[src/rtl/counter_pkg.sv]
// counter_pkg: shared direction type and load-clamp helper for the toggle counter
package counter_pkg;
  typedef enum logic {DIR_DOWN = 1'b0, DIR_UP = 1'b1} dir_t;
  function automatic int unsigned clamp_load(input int unsigned value, input int unsigned modulus);
    return (value < modulus) ? value : modulus - 1;
  endfunction
endpackage

[src/rtl/tff_cell.sv]
// tff_cell: toggle flip-flop; clk, rst (async high, clears q), t (toggle enable), q (state)
module tff_cell (
  input  logic clk,
  input  logic rst,
  input  logic t,
  output logic q
);
  always_ff @(posedge clk or posedge rst)
    if (rst) q <= 1'b0;
    else if (t) q <= ~q;
endmodule

[src/rtl/tff_updown_counter.sv]
// tff_updown_counter: mod-MODULUS up/down counter on a toggle-cell bank; clk, rst (async high), en, up, load, load_val in; q, tc (comb terminal count), wrap (registered wrap pulse) out
module tff_updown_counter
  import counter_pkg::*;
#(
  parameter int WIDTH   = 4,
  parameter int MODULUS = 10
) (
  input  logic             clk,
  input  logic             rst,
  input  logic             en,
  input  logic             up,
  input  logic             load,
  input  logic [WIDTH-1:0] load_val,
  output logic [WIDTH-1:0] q,
  output logic             tc,
  output logic             wrap
);
  if (MODULUS < 2 || MODULUS > 2 ** WIDTH) begin : bad_modulus
    $error("tff_updown_counter: MODULUS must lie in 2..2**WIDTH");
  end
  localparam logic [WIDTH:0] top = (WIDTH + 1)'(MODULUS - 1);
  dir_t             dir;
  logic [WIDTH:0]   qx;
  logic [WIDTH-1:0] nxt, up_nxt, dn_nxt, ld_nxt, t;
  assign dir    = dir_t'(up);
  assign qx     = {1'b0, q};
  // >= / > also steer an out-of-range state back into the legal range
  assign up_nxt = (qx >= top) ? '0 : WIDTH'(qx + 1'b1);
  assign dn_nxt = (q == '0 || qx > top) ? WIDTH'(top) : WIDTH'(qx - 1'b1);
  assign ld_nxt = WIDTH'(clamp_load(32'(load_val), MODULUS));
  assign nxt    = load ? ld_nxt : !en ? q : (dir == DIR_UP) ? up_nxt : dn_nxt;
  assign t      = q ^ nxt;
  assign tc     = en & ~load & (((dir == DIR_UP) & (qx == top)) | ((dir == DIR_DOWN) & (q == '0)));
  for (genvar i = 0; i < WIDTH; i++) begin : cells
    tff_cell u_cell (.clk(clk), .rst(rst), .t(t[i]), .q(q[i]));
  end
  always_ff @(posedge clk or posedge rst)
    if (rst) wrap <= 1'b0;
    else wrap <= tc;
endmodule
[config.mk]
export PLATFORM = sky130hd
export DESIGN_NAME = tff_updown_counter
export DESIGN_NICKNAME = d
export VERILOG_FILES = /design/src/rtl/counter_pkg.sv /design/src/rtl/tff_cell.sv /design/src/rtl/tff_updown_counter.sv
export SDC_FILE = /design/constraint.sdc
export NUM_CORES = 1
export LEC_CHECK = 0
export BUFFER_PORTS_ARGS = -buffer_cell sky130_fd_sc_hd__buf_4
export CELL_PAD_IN_SITES_DETAIL_PLACEMENT = 1
export CELL_PAD_IN_SITES_GLOBAL_PLACEMENT = 1
export CORE_MARGIN = 2
export CORE_UTILIZATION = 35
export DETAILED_ROUTE_END_ITERATION = 7
export PLACE_DENSITY = 0.81
export SLEW_MARGIN = 10
export SYNTH_ARGS = -nofsm -noshare
export SYNTH_HDL_FRONTEND = slang
export SYNTH_HIERARCHICAL = 1
export SYNTH_SLANG_ARGS = --single-unit
[constraint.sdc]
create_clock -name clk -period 2.1 [get_ports clk]
set_input_delay 0.105 -clock clk [delete_from_list [all_inputs] [get_ports clk]]
set_output_delay 0.105 -clock clk [all_outputs]
set_load 0.03 [all_outputs]
==> metrics.csv <==
metric,value,unit
critical path startpoint category,flop,
fillers,192,
synth-to-layout area growth,32.4,%
Buffers on Ports,14,
multi-input logic area,398,um^2
initial antenna violation count,0,
synthesis-stage register bit count,5,
HP Class,in2reg,
global-route wire length before repair,2750,um
first-pass iteration count of the detailed router,3,
Critical Path RT,2280,ps
crit-path leading delay family,compound AO/OA/AOI/OAI gates,
synthesized area per cell,7.82,um^2
fin. max-slew vios,0,
Rel. slew slack,0.731,
Die Wd,44.1,um
VDD IR max,0.508,mV
Wirelength per Cell,14.9,um
worst path bufs/invs,1,
"commonest non-fill, non-tap cell in the layout",buf_4,
worst-path cell chain,inv_1 -> ha_1 -> o21ba_4 -> a41oi_2 -> nor3_2 -> o31a_1 -> a31oi_1 -> xor2_1,
Crit. End Element,flop,
CTS tree,yes,
CP arrival,2150,ps
vias in the first global route,606,
die span in y,44.1,um
Final Hold Vio Count,0,
final wirelength,1600,um
Max Freq,508,MHz
H-tree depth,1,
vias,574,
Num CTS Buffers,3,
DR vias/cell,5.36,
CTS max path bufs,2,
die area,1950,um^2
final period utilization,0.938,
Initial Util,0.374,
critical path class,reg2reg,
R2R setup slack,130,ps
mapped cell area,563,um^2
yosys warns,6,
"Primary FF master, synth",dfrtp_1,
Syn Nets,84,
CTS Sinks,5,
root buf cell,clkbuf_4,
Layout Skew,5.39,ps
library cells used by synthesis,28,
status,completed,
area of the core,1510,um^2
Post-layout nets,104,
Critical Path Fanout Max,4,
CP max stage delay,390,ps
number of DRC markers in iteration 0,9,
register area share after synthesis,0.222,
"Clk Latency, worst-skew pair",260,ps
FF+latch area,126,um^2
final hold slack,199,ps
num rows,14,
"commonest non-fill, non-tap cells in the layout","buf_4 (17), inv_1 (10), nand2b_1 (5)",
clk slew on worst S/H paths,50,ps
cells on worst reg2reg path,8,
post-synthesis cell count,72,
largest net degree at the start of global routing,12,
Final setup viols,0,
RSZ-0062 raised after global routing,false,
Async SR Flop Fraction,1.00,
actual slew at the worst max-slew pin,404,ps
leakage,0.364,nW
max-cap violations,0,
# Post-CTS Setup Buffers,0,
PwrDens,1470,nW/um^2
critical path depth in cells,8,
Total GRT Usage,0.199,
WHS Path Cells,3,
routability cong.,0.852,
antenna cell count,0,
gr ovfl total,0,
Post-synth EDFFs,0,
ratio of cells with drive above 1 in the final layout,0.286,
# IOs,15,
Pwr Total,1.10,mW
Antenna Nets Post-Route,0,
Worst path slowest cell,dfrtp_2,
post-route DRC violation count,0,
Final HPWL DP,1230,um
fin crit period,1970,ps
cells in the mapped netlist (2+ instances only):
| library cell | count | area share |
|---|---|---|
| nand2_1 | 4 | 0.027 |
| o21ai_0 | 3 | 0.027 |
| nand2b_1 | 5 | 0.056 |
| nor2b_1 | 2 | 0.022 |
| a31oi_1 | 3 | 0.033 |
| o21bai_1 | 2 | 0.027 |
| xor2_1 | 4 | 0.062 |
| nand3_1 | 2 | 0.018 |
| inv_1 | 10 | 0.067 |
| mux2i_1 | 2 | 0.036 |
| nor3_1 | 2 | 0.018 |
| ha_1 | 3 | 0.067 |
| nor2_1 | 4 | 0.027 |
| xnor2_1 | 4 | 0.062 |
| buf_2 | 3 | 0.027 |
| a21oi_1 | 3 | 0.027 |
| dfrtp_1 | 5 | 0.22 |
area by class of cell:
cell class / count / share of cell area
multi-input combinational: 54 / 0.534
sequential: 5 / 0.169
inverter: 10 / 0.0503
tap: 16 / 0.0268
clock buffer: 4 / 0.0352
timing repair buffer: 18 / 0.185
state kept, by name (all words and copies together) (netlist names):
name and cells:
wrap 1, cells.u_cell/q 4
kinds of logic after synthesis:
kind of cell               share of synthesized area
adders and majority gates                     0.0667
muxes                                         0.0356
DFF                                            0.222
and+or+nand+nor                                0.200
xor gates and xnor gates                       0.124
AOI/OAI and AO/OA                              0.258
buffers and inverters                         0.0933
per-stage QoR:
step           setup TNS, ps  instance area (um^2)  setup WS, ps  utilization  std cells
5_1_grt                    0                   746          29.0        0.495        107
3_3_place_gp               0                   702           258        0.466        102
3_5_place_dp               0                   702           106        0.466        102
2_1_floorplan          -6.99                   569         -6.99            -         72
4_1_cts                    0                   738          92.9        0.490        107
6_report                   0                   746           130        0.495        107
where the power goes:
part	leakage (nW)	switching, mW	internal, mW	total [mW]
clock	0.0150	0.0476	0.0724	0.120
sequential	0.0596	0.0834	0.143	0.227
combinational	0.290	0.418	0.335	0.752
total	0.364	0.549	0.550	1.10
routing by layer:
layer	global-route usage	vias to the layer above	share of wire
li1	-	281	-
met1	0.220	275	0.44
met2	0.347	13	0.50
met3	0.0531	5	0.033
met4	0.103	0	0.026
met5	0	-	0
tightest hold or removal path: cells and delay by family:
family | cells | cell delay, ps
buffers and inverters | 1 | 120
AOI/OAI and AO/OA | 1 | 120
xor gates and xnor gates | 1 | 60
path summary, 6_finish.rpt:
check	startpoint	endpoint
max in group asynchronous	rst	cells[0].u_cell/q$_DFFE_PP0P_
setup / recovery	cells[0].u_cell/q$_DFFE_PP0P_	cells[3].u_cell/q$_DFFE_PP0P_
hold reg to reg	cells[1].u_cell/q$_DFFE_PP0P_	cells[1].u_cell/q$_DFFE_PP0P_
setup reg to reg	cells[0].u_cell/q$_DFFE_PP0P_	cells[3].u_cell/q$_DFFE_PP0P_
hold / removal	load	cells[2].u_cell/q$_DFFE_PP0P_
min in group asynchronous	rst	cells[3].u_cell/q$_DFFE_PP0P_
what timing repair did:
action / in CTS / in global routing
hold buffers: 1 / 0
endpoints found under the hold margin: 5 / 0
endpoints found under the setup margin: 0 / 1
resized for setup: 0 / 2
Note: power is estimated with default switching activity, not from simulation.
